`config.mk`:
```
export PLATFORM = sky130hd
export DESIGN_NAME = exu_alu_ctrl_flat
export DESIGN_NICKNAME = d
export VERILOG_FILES = /design/src/rtl/exu_alu_ctrl_pkg.sv /design/src/rtl/exu_alu_ctrl_if.sv /design/src/rtl/exu_alu_ctrl.sv /design/src/flat_wrapper.sv
export SDC_FILE = /design/constraint.sdc
export NUM_CORES = 1
export LEC_CHECK = 0
export BUFFER_PORTS_ARGS = -buffer_cell sky130_fd_sc_hd__buf_4
export CAP_MARGIN = 0
export CORE_AREA = 4 4 156 158
export DETAILED_ROUTE_END_ITERATION = 7
export DIE_AREA = 0 0 160 162
export GPL_ROUTABILITY_DRIVEN = 0
export PLACE_DENSITY = 0.76
export SLEW_MARGIN = 0
export SYNTH_ARGS = -nofsm -noshare
export SYNTH_HDL_FRONTEND = slang
export SYNTH_SLANG_ARGS = --single-unit
```
`constraint.sdc`:
```
create_clock -name clk -period 3.35 [get_ports clk]
set_input_delay 0 -clock clk [delete_from_list [all_inputs] [get_ports clk]]
set_output_delay 0 -clock clk [all_outputs]
set_load 0.03 [all_outputs]
```
`src/rtl/exu_alu_ctrl_pkg.sv`:
```
// Shared types, encodings and constants for the EXU ALU controller.
// Holds the op encoding, FSM state encoding, datapath width and the JALR target mask.
package exu_alu_ctrl_pkg;

  localparam int unsigned XLEN   = 32;
  localparam int unsigned RIDX_W = 5;

  typedef enum logic [1:0] {
    OP_ADD  = 2'b00,
    OP_LUI  = 2'b01,
    OP_JAL  = 2'b10,
    OP_JALR = 2'b11
  } op_e;

  typedef enum logic [1:0] {
    ST_IDLE = 2'b00,
    ST_EXEC = 2'b01,
    ST_TGT  = 2'b10,
    ST_RESP = 2'b11
  } state_e;

  // Clears bit 0 of a JALR target.
  localparam logic [XLEN-1:0] JALR_MASK = {{(XLEN-1){1'b1}}, 1'b0};
  localparam logic [XLEN-1:0] LINK_OFS  = XLEN'(4);

  // Operands captured at issue and held for the whole operation.
  typedef struct packed {
    op_e               op;
    logic [XLEN-1:0]   pc;
    logic [XLEN-1:0]   rs1;
    logic [XLEN-1:0]   op2;
    logic [XLEN-1:0]   imm;
    logic [RIDX_W-1:0] rd;
  } issue_t;

  function automatic logic op_is_jump(input op_e op);
    return (op == OP_JAL) || (op == OP_JALR);
  endfunction

  function automatic logic [XLEN-1:0] tgt_mask(input op_e op);
    return (op == OP_JALR) ? JALR_MASK : {XLEN{1'b1}};
  endfunction

endpackage

```
`src/rtl/exu_alu_ctrl_if.sv`:
```
// Issue, shared-datapath request and writeback signals of the EXU ALU controller.
// The slave modport is the controller; master is the decode/datapath/writeback side.
interface exu_alu_ctrl_if;
  import exu_alu_ctrl_pkg::*;

  logic                i_valid;
  logic                i_ready;
  logic [1:0]          i_op;
  logic [XLEN-1:0]     i_pc;
  logic [XLEN-1:0]     i_rs1;
  logic [XLEN-1:0]     i_op2;
  logic [XLEN-1:0]     i_imm;
  logic [RIDX_W-1:0]   i_rd;
  logic                i_flush;

  logic                alu_req_alu;
  logic                alu_req_alu_add;
  logic                alu_req_alu_lui;
  logic [XLEN-1:0]     alu_req_alu_op1;
  logic [XLEN-1:0]     alu_req_alu_op2;
  logic [XLEN-1:0]     alu_req_alu_res;

  logic                bjp_req_alu;
  logic                bjp_req_alu_add;
  logic [XLEN-1:0]     bjp_req_alu_op1;
  logic [XLEN-1:0]     bjp_req_alu_op2;
  logic [XLEN-1:0]     bjp_req_alu_add_res;

  logic                o_valid;
  logic                o_ready;
  logic [RIDX_W-1:0]   o_rd;
  logic                o_wen;
  logic [XLEN-1:0]     o_wdata;
  logic                o_jmp;
  logic [XLEN-1:0]     o_jmp_tgt;

  modport slave (
    input  i_valid, i_op, i_pc, i_rs1, i_op2, i_imm, i_rd, i_flush,
    input  alu_req_alu_res, bjp_req_alu_add_res, o_ready,
    output i_ready,
    output alu_req_alu, alu_req_alu_add, alu_req_alu_lui, alu_req_alu_op1, alu_req_alu_op2,
    output bjp_req_alu, bjp_req_alu_add, bjp_req_alu_op1, bjp_req_alu_op2,
    output o_valid, o_rd, o_wen, o_wdata, o_jmp, o_jmp_tgt
  );

  modport master (
    output i_valid, i_op, i_pc, i_rs1, i_op2, i_imm, i_rd, i_flush,
    output alu_req_alu_res, bjp_req_alu_add_res, o_ready,
    input  i_ready,
    input  alu_req_alu, alu_req_alu_add, alu_req_alu_lui, alu_req_alu_op1, alu_req_alu_op2,
    input  bjp_req_alu, bjp_req_alu_add, bjp_req_alu_op1, bjp_req_alu_op2,
    input  o_valid, o_rd, o_wen, o_wdata, o_jmp, o_jmp_tgt
  );

endinterface

```
`src/rtl/exu_alu_ctrl.sv`:
```
// EXU ALU controller: sequences ADD/LUI/JAL/JALR through the shared ALU and BJP adder
// ports and presents a registered writeback/redirect payload.
module exu_alu_ctrl
  import exu_alu_ctrl_pkg::*;
(
  input  logic          clk,
  input  logic          rst_n,
  exu_alu_ctrl_if.slave bus
);

  state_e          state;
  state_e          state_nxt;
  issue_t          iss;
  logic [XLEN-1:0] wdata;
  logic [XLEN-1:0] jmp_tgt;
  logic            accept;
  logic            is_jump;

  assign is_jump = op_is_jump(iss.op);

  // State register
  always_ff @(posedge clk) begin
    if (!rst_n) state <= ST_IDLE;
    else        state <= state_nxt;
  end

  // Next state and outputs; everything is forced low while reset is asserted
  always_comb begin
    state_nxt           = state;
    accept              = 1'b0;
    bus.i_ready         = 1'b0;
    bus.alu_req_alu     = 1'b0;
    bus.alu_req_alu_add = 1'b0;
    bus.alu_req_alu_lui = 1'b0;
    bus.alu_req_alu_op1 = '0;
    bus.alu_req_alu_op2 = '0;
    bus.bjp_req_alu     = 1'b0;
    bus.bjp_req_alu_add = 1'b0;
    bus.bjp_req_alu_op1 = '0;
    bus.bjp_req_alu_op2 = '0;
    bus.o_valid         = 1'b0;
    bus.o_rd            = '0;
    bus.o_wen           = 1'b0;
    bus.o_wdata         = '0;
    bus.o_jmp           = 1'b0;
    bus.o_jmp_tgt       = '0;
    if (rst_n) begin
      unique case (state)
        ST_IDLE: begin
          bus.i_ready = !bus.i_flush;
          if (bus.i_valid && !bus.i_flush) begin
            accept    = 1'b1;
            state_nxt = ST_EXEC;
          end
        end
        ST_EXEC: begin
          if (is_jump) begin
            // First BJP pass computes the link value
            bus.bjp_req_alu     = 1'b1;
            bus.bjp_req_alu_add = 1'b1;
            bus.bjp_req_alu_op1 = iss.pc;
            bus.bjp_req_alu_op2 = LINK_OFS;
          end else begin
            bus.alu_req_alu     = 1'b1;
            bus.alu_req_alu_add = (iss.op == OP_ADD);
            bus.alu_req_alu_lui = (iss.op == OP_LUI);
            bus.alu_req_alu_op1 = (iss.op == OP_ADD) ? iss.rs1 : '0;
            bus.alu_req_alu_op2 = iss.op2;
          end
          if (bus.i_flush)  state_nxt = ST_IDLE;
          else if (is_jump) state_nxt = ST_TGT;
          else              state_nxt = ST_RESP;
        end
        ST_TGT: begin
          // Second BJP pass computes the jump target
          bus.bjp_req_alu     = 1'b1;
          bus.bjp_req_alu_add = 1'b1;
          bus.bjp_req_alu_op1 = (iss.op == OP_JALR) ? iss.rs1 : iss.pc;
          bus.bjp_req_alu_op2 = iss.imm;
          state_nxt           = bus.i_flush ? ST_IDLE : ST_RESP;
        end
        ST_RESP: begin
          if (!bus.i_flush) begin
            bus.o_valid   = 1'b1;
            bus.o_rd      = iss.rd;
            bus.o_wen     = (iss.rd != '0);
            bus.o_wdata   = wdata;
            bus.o_jmp     = is_jump;
            bus.o_jmp_tgt = jmp_tgt;
          end
          if (bus.i_flush || bus.o_ready) state_nxt = ST_IDLE;
        end
        default: state_nxt = ST_IDLE;
      endcase
    end
  end

  // Operand capture and result registers
  always_ff @(posedge clk) begin
    if (!rst_n) begin
      iss     <= '0;
      wdata   <= '0;
      jmp_tgt <= '0;
    end else begin
      if (accept) begin
        iss.op  <= op_e'(bus.i_op);
        iss.pc  <= bus.i_pc;
        iss.rs1 <= bus.i_rs1;
        iss.op2 <= bus.i_op2;
        iss.imm <= bus.i_imm;
        iss.rd  <= bus.i_rd;
        jmp_tgt <= '0;
      end
      if (state == ST_EXEC) begin
        wdata <= is_jump ? bus.bjp_req_alu_add_res : bus.alu_req_alu_res;
      end
      if (state == ST_TGT) begin
        jmp_tgt <= bus.bjp_req_alu_add_res & tgt_mask(iss.op);
      end
    end
  end

endmodule

```
`src/flat_wrapper.sv`:
```
// flat-port wrapper written by rule: the top's interface ports become plain ports
module exu_alu_ctrl_flat import exu_alu_ctrl_pkg::*;
  (clk, rst_n, bus_i_valid, bus_i_op, bus_i_pc, bus_i_rs1, bus_i_op2, bus_i_imm, bus_i_rd, bus_i_flush, bus_alu_req_alu_res, bus_bjp_req_alu_add_res, bus_o_ready, bus_i_ready, bus_alu_req_alu, bus_alu_req_alu_add, bus_alu_req_alu_lui, bus_alu_req_alu_op1, bus_alu_req_alu_op2, bus_bjp_req_alu, bus_bjp_req_alu_add, bus_bjp_req_alu_op1, bus_bjp_req_alu_op2, bus_o_valid, bus_o_rd, bus_o_wen, bus_o_wdata, bus_o_jmp, bus_o_jmp_tgt);
  exu_alu_ctrl_if bus_i ();
  input  logic clk;
  input  logic rst_n;
  input wire logic [$bits(bus_i.i_valid)-1:0] bus_i_valid;
  input wire logic [$bits(bus_i.i_op)-1:0] bus_i_op;
  input wire logic [$bits(bus_i.i_pc)-1:0] bus_i_pc;
  input wire logic [$bits(bus_i.i_rs1)-1:0] bus_i_rs1;
  input wire logic [$bits(bus_i.i_op2)-1:0] bus_i_op2;
  input wire logic [$bits(bus_i.i_imm)-1:0] bus_i_imm;
  input wire logic [$bits(bus_i.i_rd)-1:0] bus_i_rd;
  input wire logic [$bits(bus_i.i_flush)-1:0] bus_i_flush;
  input wire logic [$bits(bus_i.alu_req_alu_res)-1:0] bus_alu_req_alu_res;
  input wire logic [$bits(bus_i.bjp_req_alu_add_res)-1:0] bus_bjp_req_alu_add_res;
  input wire logic [$bits(bus_i.o_ready)-1:0] bus_o_ready;
  output wire logic [$bits(bus_i.i_ready)-1:0] bus_i_ready;
  output wire logic [$bits(bus_i.alu_req_alu)-1:0] bus_alu_req_alu;
  output wire logic [$bits(bus_i.alu_req_alu_add)-1:0] bus_alu_req_alu_add;
  output wire logic [$bits(bus_i.alu_req_alu_lui)-1:0] bus_alu_req_alu_lui;
  output wire logic [$bits(bus_i.alu_req_alu_op1)-1:0] bus_alu_req_alu_op1;
  output wire logic [$bits(bus_i.alu_req_alu_op2)-1:0] bus_alu_req_alu_op2;
  output wire logic [$bits(bus_i.bjp_req_alu)-1:0] bus_bjp_req_alu;
  output wire logic [$bits(bus_i.bjp_req_alu_add)-1:0] bus_bjp_req_alu_add;
  output wire logic [$bits(bus_i.bjp_req_alu_op1)-1:0] bus_bjp_req_alu_op1;
  output wire logic [$bits(bus_i.bjp_req_alu_op2)-1:0] bus_bjp_req_alu_op2;
  output wire logic [$bits(bus_i.o_valid)-1:0] bus_o_valid;
  output wire logic [$bits(bus_i.o_rd)-1:0] bus_o_rd;
  output wire logic [$bits(bus_i.o_wen)-1:0] bus_o_wen;
  output wire logic [$bits(bus_i.o_wdata)-1:0] bus_o_wdata;
  output wire logic [$bits(bus_i.o_jmp)-1:0] bus_o_jmp;
  output wire logic [$bits(bus_i.o_jmp_tgt)-1:0] bus_o_jmp_tgt;
  assign bus_i.i_valid = bus_i_valid;
  assign bus_i.i_op = bus_i_op;
  assign bus_i.i_pc = bus_i_pc;
  assign bus_i.i_rs1 = bus_i_rs1;
  assign bus_i.i_op2 = bus_i_op2;
  assign bus_i.i_imm = bus_i_imm;
  assign bus_i.i_rd = bus_i_rd;
  assign bus_i.i_flush = bus_i_flush;
  assign bus_i.alu_req_alu_res = bus_alu_req_alu_res;
  assign bus_i.bjp_req_alu_add_res = bus_bjp_req_alu_add_res;
  assign bus_i.o_ready = bus_o_ready;
  assign bus_i_ready = bus_i.i_ready;
  assign bus_alu_req_alu = bus_i.alu_req_alu;
  assign bus_alu_req_alu_add = bus_i.alu_req_alu_add;
  assign bus_alu_req_alu_lui = bus_i.alu_req_alu_lui;
  assign bus_alu_req_alu_op1 = bus_i.alu_req_alu_op1;
  assign bus_alu_req_alu_op2 = bus_i.alu_req_alu_op2;
  assign bus_bjp_req_alu = bus_i.bjp_req_alu;
  assign bus_bjp_req_alu_add = bus_i.bjp_req_alu_add;
  assign bus_bjp_req_alu_op1 = bus_i.bjp_req_alu_op1;
  assign bus_bjp_req_alu_op2 = bus_i.bjp_req_alu_op2;
  assign bus_o_valid = bus_i.o_valid;
  assign bus_o_rd = bus_i.o_rd;
  assign bus_o_wen = bus_i.o_wen;
  assign bus_o_wdata = bus_i.o_wdata;
  assign bus_o_jmp = bus_i.o_jmp;
  assign bus_o_jmp_tgt = bus_i.o_jmp_tgt;
  exu_alu_ctrl u_core (.clk(clk), .rst_n(rst_n), .bus(bus_i));
endmodule
```
; ---- After elaboration in Yosys (flattened, before gate mapping)
; Index checks and enable logic that the tools add are counted.
[word_totals]
reg_bits = 201
latch_bits = 0
mem_bits_rw = 0
mem_bits_ro = 0
inputBits = 204
elab_cells = 86
mem_count = 0
[op_classes]
n_addsub = 0
mul = 0
div_mod_pow = 0
n_lt_le_gt_ge = 0
n_eq_ne = 8
n_shift = 0
mux = 59
bitwise_logic = 1
reduce_logical = 9
[op_table]
columns = cell, count
row1 = $mux W32, 20
row2 = $pmux W32 S2, 2
row3 = $and A32 B32 Y32, 1
row4 = $mux W1, 27
row5 = $mux W5, 3
row6 = $eq A2 B2 Y1 const B, 4
row7 = $mux W2, 4
row8 = $pmux W2 S4, 1
row9 = $reduce_bool A5 Y1, 1
row10 = $eq A2 B1 Y1 const B, 2
row11 = $logic_not A2 Y1, 2
row12 = $ne A2 B1 Y1 const B, 2
row13 = $mux W3, 1
row14 = $logic_or A1 B1 Y1, 2
row15 = $pmux W1 S2, 1
row16 = $reduce_and A2 Y1, 1
row17 = $reduce_bool A2 Y1, 1
row18 = $logic_and A1 B1 Y1, 1
row19 = $logic_not A1 Y1, 1

; ---- Depth between registers and ports, before layout
; Gate-level depths: netlist of run 1.
[logic_depth]
depth_word = 7
depth_mapped = 8
mapped_depth_nobuf = 5

; ---- Worst setup path before layout of run 1
; Ideal clock, no wire load.
[synth_timing]
path_kind = register to output
start = reg u_core.state[1]
end = out bus_bjp_req_alu_add
arrival_time_ns = 1.682
slack_ns = 1.668
path_stages_with_launch = 7
cell_sequence = dfxtp_1 -> inv_1 -> ha_1 -> clkbuf_1 -> a21oi_1 -> nor2_1 -> buf_4
[synth_via]
elab_chain_cells = 3
word_cells_on_any_way = 4
classes_between = eq/ne (2) / mux (2)
[synth_lines]
columns = element, line_no
row1 = from (decl), exu_alu_ctrl.sv:11  ; state_e state;
row2 = from (signal assigned), exu_alu_ctrl.sv:24  ; else state <= state_nxt;
row3 = $eq A2 B2 Y1 / $eq A2 B1 Y1 (equally long branches), n/a
row4 = $pmux W1 S2 (*), n/a
row5 = $mux W1 (*), n/a
row6 = to (decl), flat_wrapper.sv:25  ; output wire logic [$bits(bus_i.bjp_req_alu_add)-1:0] bus_bjp_req_alu_add;
; Mark *: on every way between the ends. The rest lies on a longest branch, timed or not.

; ---- Worst setup path in the final report of run 1
[layout_timing]
start = reg u_core.state[0]
end = reg u_core.iss[24] in the netlist's numbering
[layout_via]
elab_chain_cells = 3
[layout_lines]
columns = element, line_no
row1 = $logic_not A2 Y1, exu_alu_ctrl.sv:48  ; unique case (state)
row2 = $mux W1, exu_alu_ctrl.sv:48
row3 = $mux W1, exu_alu_ctrl.sv:47  ; if (rst_n) begin
row4 = to (decl), exu_alu_ctrl.sv:13  ; issue_t iss;
; Every way passes these cells.
; A chain may end at the register's enable or synchronous reset.

==> qor.yml, run 1 <==
clock_tree:
  cts_root_buffer: "clkbuf_16"
  clkTransAtPathRegs_ps: 60
  worstSkewPairLatency_ps: 510
  cts.repair.resized: 0
  cts_tree: "done"
  cts_sinks: 201
  cts_buffers: 23
  h-tree-depth: 1
  cts_buffer_depth: 3
worst_setup_path:
  reg2regPathDepth: 7
  criticalPathCategory: "flop to flop"
  crit_required_ps: 3790
  critPathLaunchType: "flop"
  cp.arrival_ps: 3140
  cp-end-kind: "flop"
  critPathMaxFanout: 106
timing:
  finalSetupViolCount: 0
  hold_ws_ps: 80.6
  hold_viol: 0
  finalCritPeriodShare_pct: 80.5
  finalClockSkew_ps: 18.8
  timing.fmax_ghz: 0.371
  slew_headroom_pct: 47.4
  finalCriticalPeriod_ps: 2700
  worst_pin_slew_ps: 788
  tns_ps: 0
  grt_setup_unrepaired: "no"
  worst_slack_ps: 653
  finalMaxSlewViolations: 0
global_route:
  antenna_found_initial: 3
  grt_max_degree: 122
  groute.usage.overall_pct: 24.4
  grt_pass1_vias: 10100
  grt.overflow.total: 0
  grt_pass1_wl_um: 52600
yosys:
  synthArstFlopShare_pct: 0
  synth_cell_types: 33
  synth_nets: 1281
  ys_ff_latch: 201
  synth_edf_count: 0
  ys_seq_area_share_pct: 46.8
  syn_area_per_cell_um2: 8.01
  syn_inst: 1073
  synth_ff_type: "dfxtp_1"
  synth_area_mm2: 0.00859
  yosys_warnings: 0
placement:
  io_buffer_count: 409
  hpwl_um: 20600
  dp_slack_ps: 1220
  dpl.cell_count: 1688
  placed_area_mm2: 0.0117
layout:
  fin_area_mm2: 0.0147
  layout_commonest_cell: "buf_4"
  drive_gt1_share_pct: 28.3
  nFillCells: 1742
  final_cell_mix: "buf_4 (423), nand2_1 (276), dlygate4sd3_1 (219)"
  nets: 1850
  area_growth_pct: 71.0
  fin_cells: 1947
  fin_util_pct: 63.6
die:
  core_area_mm2: 0.0231
  die_height_um: 162
  boundaryPins: 410
  num_rows: 56
  floorplan.initialDensity_pct: 37.2
  die_area_mm2: 0.0259
  die_width_um: 160
routing:
  drc: 0
  vias_per_cell: 5.13
  wire_per_inst_um: 17.5
  antenna_left: 0
  wl_um: 34100
  first_pass_iters: 6
  vias: 9989
  drt_iter0_drc: 820
status:
  outcome: "completed"
pwr:
  powerDensity_mw_per_mm2: 436
  ir_worst_vdd_mv: 0.323
  finalPower_mw: 6.40
  p_leak_nw: 6.61
worst_hold_path:
  hold_class: "input port to flop"
  hold_path_depth: 3
flow_run:
  max_cap_viol_count: 0
[cells in the mapped netlist, types with 2 or more instances]
library cell,instances,area [µm²]
nand2_1,276,1040
dfxtp_1,201,4020
nor2_1,97,364
o21ai_0,97,485
and3_1,72,450
a22o_1,63,552
clkbuf_1,51,191
o21ai_1,38,190
and2_1,34,213
a211oi_1,32,240
mux2i_1,32,320
buf_2,27,135
buf_4,14,105
buf_1,7,26.3
ha_1,4,50.1
inv_1,3,11.3
nand2b_1,3,18.8
nor2b_1,3,18.8
or4_1,3,22.5
a21oi_1,2,10.0
nor3_2,2,20.0
[power by group]
part           switching [mW]  leakage, nW  internal (mW)
Sequential              0.115         1.64           2.61
Clock                   0.989        0.363           1.56
Combinational           0.574         4.61          0.555
Total                    1.68         6.61           4.73
[per-layer routing]
| metal | vias up | share of wire [%] | track usage [%] | wire [µm] |
|---|---|---|---|---|
| li1 | 4758 | - | - | - |
| met1 | 4624 | 39 | 28.5 | 13200 |
| met2 | 479 | 49 | 42.9 | 16900 |
| met3 | 124 | 7.1 | 5.46 | 2410 |
| met4 | 4 | 4.7 | 11.2 | 1610 |
| met5 | - | 0.076 | 0 | 26 |
[state kept, by name (all words and copies together), names as in the netlist]
name / cells
u_core.iss: 135
u_core.jmp_tgt: 32
u_core.wdata: 32
u_core.state: 2
[area by class of cell]
type	instances	area [µm²]	share of cell area (%)
clock buffers	32	639	4.35
inverters	4	15.0	0.102
flip-flops and latches	201	4030	27.4
clock inverters	7	119	0.809
diodes	1	2.50	0.0170
repair buffers	644	5410	36.8
multi-input cells	768	4120	28.1
well taps	290	363	2.47
[what timing repair did]
item / 4_1_cts / 5_1_grt
hold endpoints to repair: 201 / 0
setup endpoints to repair: 0 / 0
buffers inserted: 0 / 0
hold buffers: 219 / 0
[kinds of logic after synthesis]
logic type	share of synthesized area, %
muxes	3.73
buffers and inverters	5.64
and+or+nand+nor	25.1
DFF	46.8
AOI/OAI and AO/OA	18.1
adders and majority gates	0.583
[path summary, 6_finish.rpt]
kind | start | to | slack, ps
max | u_core.state[0] | u_core.iss[24] | 650
min | bus_i_valid | u_core.jmp_tgt[26] | 80
max reg2reg | u_core.state[0] | u_core.iss[24] | 650
min reg2reg | u_core.iss[116] | u_core.iss[116] | 460
[worst max-delay path, cell delays in order (launching register included)]
cell and delay, ps:
dfxtp_1 340, inv_1 90, ha_1 290, and4b_4 630, buf_12 400, nand2_1 110, o21ai_1 110, dlygate4sd3_1 610
(Power assumes the default switching activity.)
==> run 2, diff against run 1 <==
clock period = 2.7 ns   (was 3.35 ns; I/O delays follow)
==> run 2 against run 1 <==
Via count rose by 0.33%. Clock skew fell by 11 ps. Wire length shrank 0.16%. Final area decreased by 0.80%. Die area is the same. Clock power increased by 18%. Register-to-register slack lost 350 ps. Sequential cell count unchanged. Largest power group unchanged.
==> qor.yml, run 2 (synthesized netlist as in run 1, its figures left out) <==
timing:
  finalSetupViolCount: 0  # unchanged
  slew_headroom_pct: 49.4  # +2.0 points
  hold_viol: 0  # unchanged
  finalCriticalPeriod_ps: 2520
  finalCritPeriodShare_pct: 93.4
  grt_setup_unrepaired: "no"
  hold_ws_ps: 84.8  # +4.19 ps
  finalClockSkew_ps: 8.25  # -10.6 ps
  tns_ps: 0  # unchanged
  timing.fmax_ghz: 0.397
  worst_pin_slew_ps: 758  # -30.2 ps
  finalMaxSlewViolations: 0  # unchanged
worst_setup_path:
  crit_path_frequent_cell: "buf_4"
  cp_cell_sequence: "inv_1, ha_2, nand2_1, a21oi_2, buf_4, a22o_1, buf_4"
  critPathSlowestCell: "ha_2"
  critPathMaxFanout: 32  # -70%
  cp.arrival_ps: 2520  # -620 ps
  criticalPathCategory: "flop to output pin"
  crit_required_ps: 2700  # -1090 ps
  critPathLaunchType: "flop"
  slowest_delay_ps: 480  # -150 ps
  cp-end-kind: "output pin"
status:
  outcome: "completed"
global_route:
  grt_pass1_vias: 10100  # +0.020%
  grt.overflow.total: 0  # unchanged
  grt_pass1_wl_um: 52700  # +0.17%
  groute.usage.overall_pct: 24.4  # +0.034 points
  antenna_found_initial: 1  # -2
  grt_max_degree: 130  # +6.6%
clock_tree:
  h-tree-depth: 1  # unchanged
  cts_tree: "done"
  cts_buffers: 23  # unchanged
  post-cts-setup-buffer-count: 0  # unchanged
  clkTransAtPathRegs_ps: 60  # about the same
  cts_buffer_depth: 3  # unchanged
  cts_root_buffer: "clkbuf_16"
  cts_sinks: 201  # unchanged
  worstSkewPairLatency_ps: 490  # -20 ps
routing:
  wl_um: 34100  # -0.16%
  met1_length_um: 13100  # -0.99%
  drt_iter0_drc: 818  # -0.24%
  vias_per_cell: 5.17  # +0.80%
  highest_layer: "met4"
  antenna_left: 0  # unchanged
  dr_wl_met2_um: 16500  # -2.3%
  drc: 0  # unchanged
  wire_per_inst_um: 17.6  # +0.31%
  first_pass_iters: 6  # unchanged
  met3WireLength_um: 2580  # +6.8%
  vias: 10000  # +0.33%
die:
  core_area_mm2: 0.0231  # unchanged
  die_area_mm2: 0.0259  # unchanged
  boundaryPins: 410  # unchanged
  num_rows: 56  # unchanged
  die_height_um: 162  # unchanged
  floorplan.initialDensity_pct: 37.2  # unchanged
  die_width_um: 160  # unchanged
layout:
  area_growth_pct: 69.7
  final_cell_mix: "buf_4 (422), nand2_1 (276), dlygate4sd3_1 (208)"
  largest_registers: "u_core.iss (135), u_core.jmp_tgt (32), u_core.wdata (32)"
  largest_register_ffs: 135  # unchanged
  multi_input_area_mm2: 0.00412  # unchanged
  nFillCells: 1736  # -0.34%
  layout_commonest_cell: "buf_4"
  nets: 1840  # -0.54%
  drive_gt1_share_pct: 28.6  # +0.28 points
  final-seq-area_mm2: 0.00403  # unchanged
  regMostFlops: "u_core.iss"
pwr:
  powerDensity_mw_per_mm2: 534  # +22%
  p_leak_nw: 6.54  # -1.1%
  ir_worst_vdd_mv: 0.474  # +47%
worst_hold_path:
  hold_class: "input port to flop"
placement:
  io_buffer_count: 409  # unchanged
  hpwl_um: 21000  # +1.6%
flow_run:
  max_cap_viol_count: 0  # unchanged
==> run 2: worst paths after layout <==
path | startpoint | end | slack (ps) | cells past startpoint
worst max-delay path | u_core.state[1] | bus_bjp_req_alu_op1[19] | 180 | 7
worst min-delay path | bus_o_ready | u_core.state[0] | 80 | 4
worst max register to register | u_core.state[0] | u_core.iss[2] | 300 | 6
worst min register to register | u_core.jmp_tgt[0] | u_core.jmp_tgt[0] | 460 | 1
==> run 2: worst max-delay path: cells and delay by family (launching register included) <==
kind                       cells  cell delay, ps
buffers and inverters          3             630
adders and majority gates      1             480
AOI/OAI and AO/OA              2             410
DFF                            1             340
and+or+nand+nor                1             160
==> run 2: what timing repair did <==
| item | in CTS | in global routing |
|---|---|---|
| gates resized for setup | 0 | 0 |
| hold buffers | 208 | 0 |
| endpoints found under the hold margin | 201 | 0 |
==> run 2: area by class of cell <==
| type | count | area share, % |
|---|---|---|
| clock inverter | 8 | 0.541 |
| timing repair buffer | 634 | 36.6 |
| tap | 290 | 2.49 |
| inverter | 4 | 0.103 |
| antenna | 1 | 0.0172 |
| sequential | 201 | 27.6 |
| clock buffer | 32 | 4.39 |
| multi-input combinational | 768 | 28.3 |
==> run 2: where the power goes <==
part | leakage, nW | switching, mW | internal, mW | total, mW
clock | 0.351 | 1.24 | 1.75 | 3.00
combinational | 4.55 | 0.707 | 0.678 | 1.39
sequential | 1.64 | 0.159 | 3.24 | 3.40
total | 6.54 | 2.11 | 5.67 | 7.78
==> run 2: metal layers <==
metal,global-route usage (%),up-vias
met5,0,-
met3,5.99,138
met4,13.8,0
met2,42.3,506
met1,27.7,4633
li1,-,4745
==> run 2: through the flow <==
stage | cells | total power [mW] | setup WS (ps) | util, % | area (µm²)
finish | 1938 | 7.78 | 178 | 63.0 | 14600
global route | 1938 | 8.11 | 2.31 | 63.0 | 14600
CTS | 1937 | 7.79 | 191 | 63.0 | 14600
detailed placement | 1689 | 4.55 | 716 | 50.9 | 11800
global placement | 1689 | 4.52 | 800 | 50.9 | 11800
floorplan | 1073 | 4.08 | 1020 | - | 8590
==> run 3, diff against run 2 <==
CORE_AREA = 4 4 158 160   (was 4 4 156 158)
DIE_AREA = 0 0 162 164   (was 0 0 160 162)
PLACE_DENSITY = 0.74   (was 0.76)
==> run 3 against run 2 <==
Register-to-register slack better by 160 ps. Hold slack better by 31 ps. Final cell count is 1.4% higher. Count of clock-buffer cells in the layout is 2 higher. Via count is 0.62% higher. Largest power group unchanged. Die area is 2.5% higher. Fmax is 2.1% higher. Largest cell class unchanged. Critical path depth stayed put. First-iteration DRC count is 2.2% lower. Combinational power hardly changed.
==> qor.yml, run 3 (synthesized netlist as in run 1, its figures left out) <==
worst_setup_path:
  critPathLaunchType: "flop"
  crit_path_frequent_cell: "buf_4"
  slowest_delay_ps: 370  # -110 ps
  worst-path-buf-inv: 3  # unchanged
  crit_family: "compound AO/OA/AOI/OAI gates"
  critPathMaxFanout: 32  # unchanged
  cp.arrival_ps: 2470  # -50 ps
  crit_required_ps: 2700  # about the same
  cp_cell_sequence: "inv_1, ha_1, a21bo_2, a21oi_2, buf_4, a22o_1, buf_4"
  cp-end-kind: "output pin"
  criticalPathCategory: "flop to output pin"
  critPathSlowestCell: "buf_4"
layout:
  area_growth_pct: 69.8  # about the same
  fin_util_pct: 62.3  # -0.72 points
  final-seq-area_mm2: 0.00403  # unchanged
  nFillCells: 1822  # +5.0%
  largest_registers: "u_core.iss (135), u_core.jmp_tgt (32), u_core.wdata (32)"
  nets: 1839  # -0.054%
  largest_register_ffs: 135  # unchanged
  layout_commonest_cell: "buf_4"
  drive_gt1_share_pct: 28.6  # +0.052 points
  final_cell_mix: "buf_4 (427), nand2_1 (276), dlygate4sd3_1 (203)"
  multi_input_area_mm2: 0.00412  # -0.21%
  regMostFlops: "u_core.iss"
timing:
  finalCritPeriodShare_pct: 91.5  # -1.9 points
  finalCriticalPeriod_ps: 2470  # -52.3 ps
  grt_setup_unrepaired: "no"
  finalMaxSlewViolations: 0  # unchanged
  tns_ps: 0  # unchanged
  slew_headroom_pct: 43.1  # -6.3 points
  worst_pin_slew_ps: 854  # +95.9 ps
  finalSetupViolCount: 0  # unchanged
  finalClockSkew_ps: 8.82  # +0.568 ps
  hold_viol: 0  # unchanged
  timing.fmax_ghz: 0.405  # +2.1%
  hold_ws_ps: 116  # +30.9 ps
routing:
  wl_um: 34600  # +1.5%
  drc: 0  # unchanged
  wire_per_inst_um: 17.6  # about the same
  drt_iter0_drc: 800  # -2.2%
  vias: 10100  # +0.62%
  vias_per_cell: 5.13  # -0.81%
  first_pass_iters: 5  # -1
  antenna_left: 0  # unchanged
global_route:
  groute.usage.overall_pct: 24.0  # -0.48 points
  grt_max_degree: 108  # -17%
  grt_pass1_vias: 10000  # -0.49%
  grt_pass1_wl_um: 52400  # -0.54%
  grt.overflow.total: 0  # unchanged
  antenna_found_initial: 3  # +2
die:
  die_area_mm2: 0.0266  # +2.5%
  floorplan.initialDensity_pct: 36.7  # -0.45 points
  die_height_um: 164  # +1.2%
  core_area_mm2: 0.0234  # +1.2%
  boundaryPins: 410  # unchanged
  num_rows: 56  # unchanged
  die_width_um: 162  # +1.3%
flow_run:
  max_cap_viol_count: 0  # unchanged
clock_tree:
  cts_tree: "done"
  cts_buffer_depth: 3  # unchanged
  cts_root_buffer: "clkbuf_16"
  cts_sinks: 201  # unchanged
  h-tree-depth: 1  # unchanged
  worstSkewPairLatency_ps: 500  # about the same
  cts.repair.resized: 0  # unchanged
  clkTransAtPathRegs_ps: 60  # about the same
  cts_buffers: 23  # unchanged
  post-cts-setup-buffer-count: 0  # unchanged
pwr:
  p_leak_nw: 6.54  # about the same
  powerDensity_mw_per_mm2: 537  # +0.67%
  ir_worst_vdd_mv: 0.466  # -1.6%
  finalPower_mw: 7.84  # +0.73%
worst_hold_path:
  hold_class: "input port to flop"
status:
  outcome: "completed"
placement:
  io_buffer_count: 409  # unchanged
  hpwl_um: 21000  # +0.25%
run 3: cell types whose count changed in the layout (fill, tap and decap cells not counted), moves of 2 or more:
cell,previous run,this run
diode_2,1,3
clkinv_4,2,0
dlygate4sd3_1,208,203
buf_4,422,427
run 3: routing by layer:
layer / up-vias / global-route usage (%) / wire length [µm]
li1: 4741 / - / -
met1: 4660 / 27.7 / 13200
met2: 567 / 43.0 / 17000
met3: 112 / 5.35 / 2970
met4: 4 / 9.80 / 1330
met5: - / 0 / 33
run 3: final timing paths:
path / from / end / slack (ps) / depth (start not counted)
min reg2reg: u_core.iss[35] / u_core.iss[35] / 450 / 2
max: u_core.state[0] / bus_bjp_req_alu_op1[4] / 230 / 7
min: bus_i_valid / u_core.iss[134] / 120 / 4
max reg2reg: u_core.state[0] / u_core.state[1] / 460 / 6
run 3: power by group:
group,total [mW],switching (mW),internal [mW]
logic,1.39,0.719,0.676
clock network,3.05,1.20,1.86
registers,3.39,0.147,3.24
total,7.84,2.06,5.78
run 3: worst reg2reg max path, stage by stage (launching register included):
cell,delay (ps)
dfxtp_1,340
ha_1,220
buf_4,230
nor2b_1,200
or4_1,460
o22ai_1,160
dlygate4sd3_1,570
run 3: cell type report:
| class | instances | area share (%) |
|---|---|---|
| clock buffer | 34 | 4.50 |
| multi-input combinational | 768 | 28.2 |
| antenna | 3 | 0.0515 |
| inverter | 4 | 0.103 |
| tap | 319 | 2.74 |
| sequential | 201 | 27.6 |
| timing repair buffer | 633 | 36.3 |
| clock inverter | 4 | 0.480 |
run 3: through the flow:
step	setup WS, ps	cells	area (µm²)
floorplan	1020	1073	8590
global placement	789	1722	11800
detailed placement	771	1722	11800
CTS	219	1963	14600
global route	148	1964	14600
finish	231	1966	14600
run 3: timing repair:
item / CTS / global route
endpoints found under the setup margin: 0 / 0
hold endpoints to repair: 201 / 0
hold buffers: 203 / 0
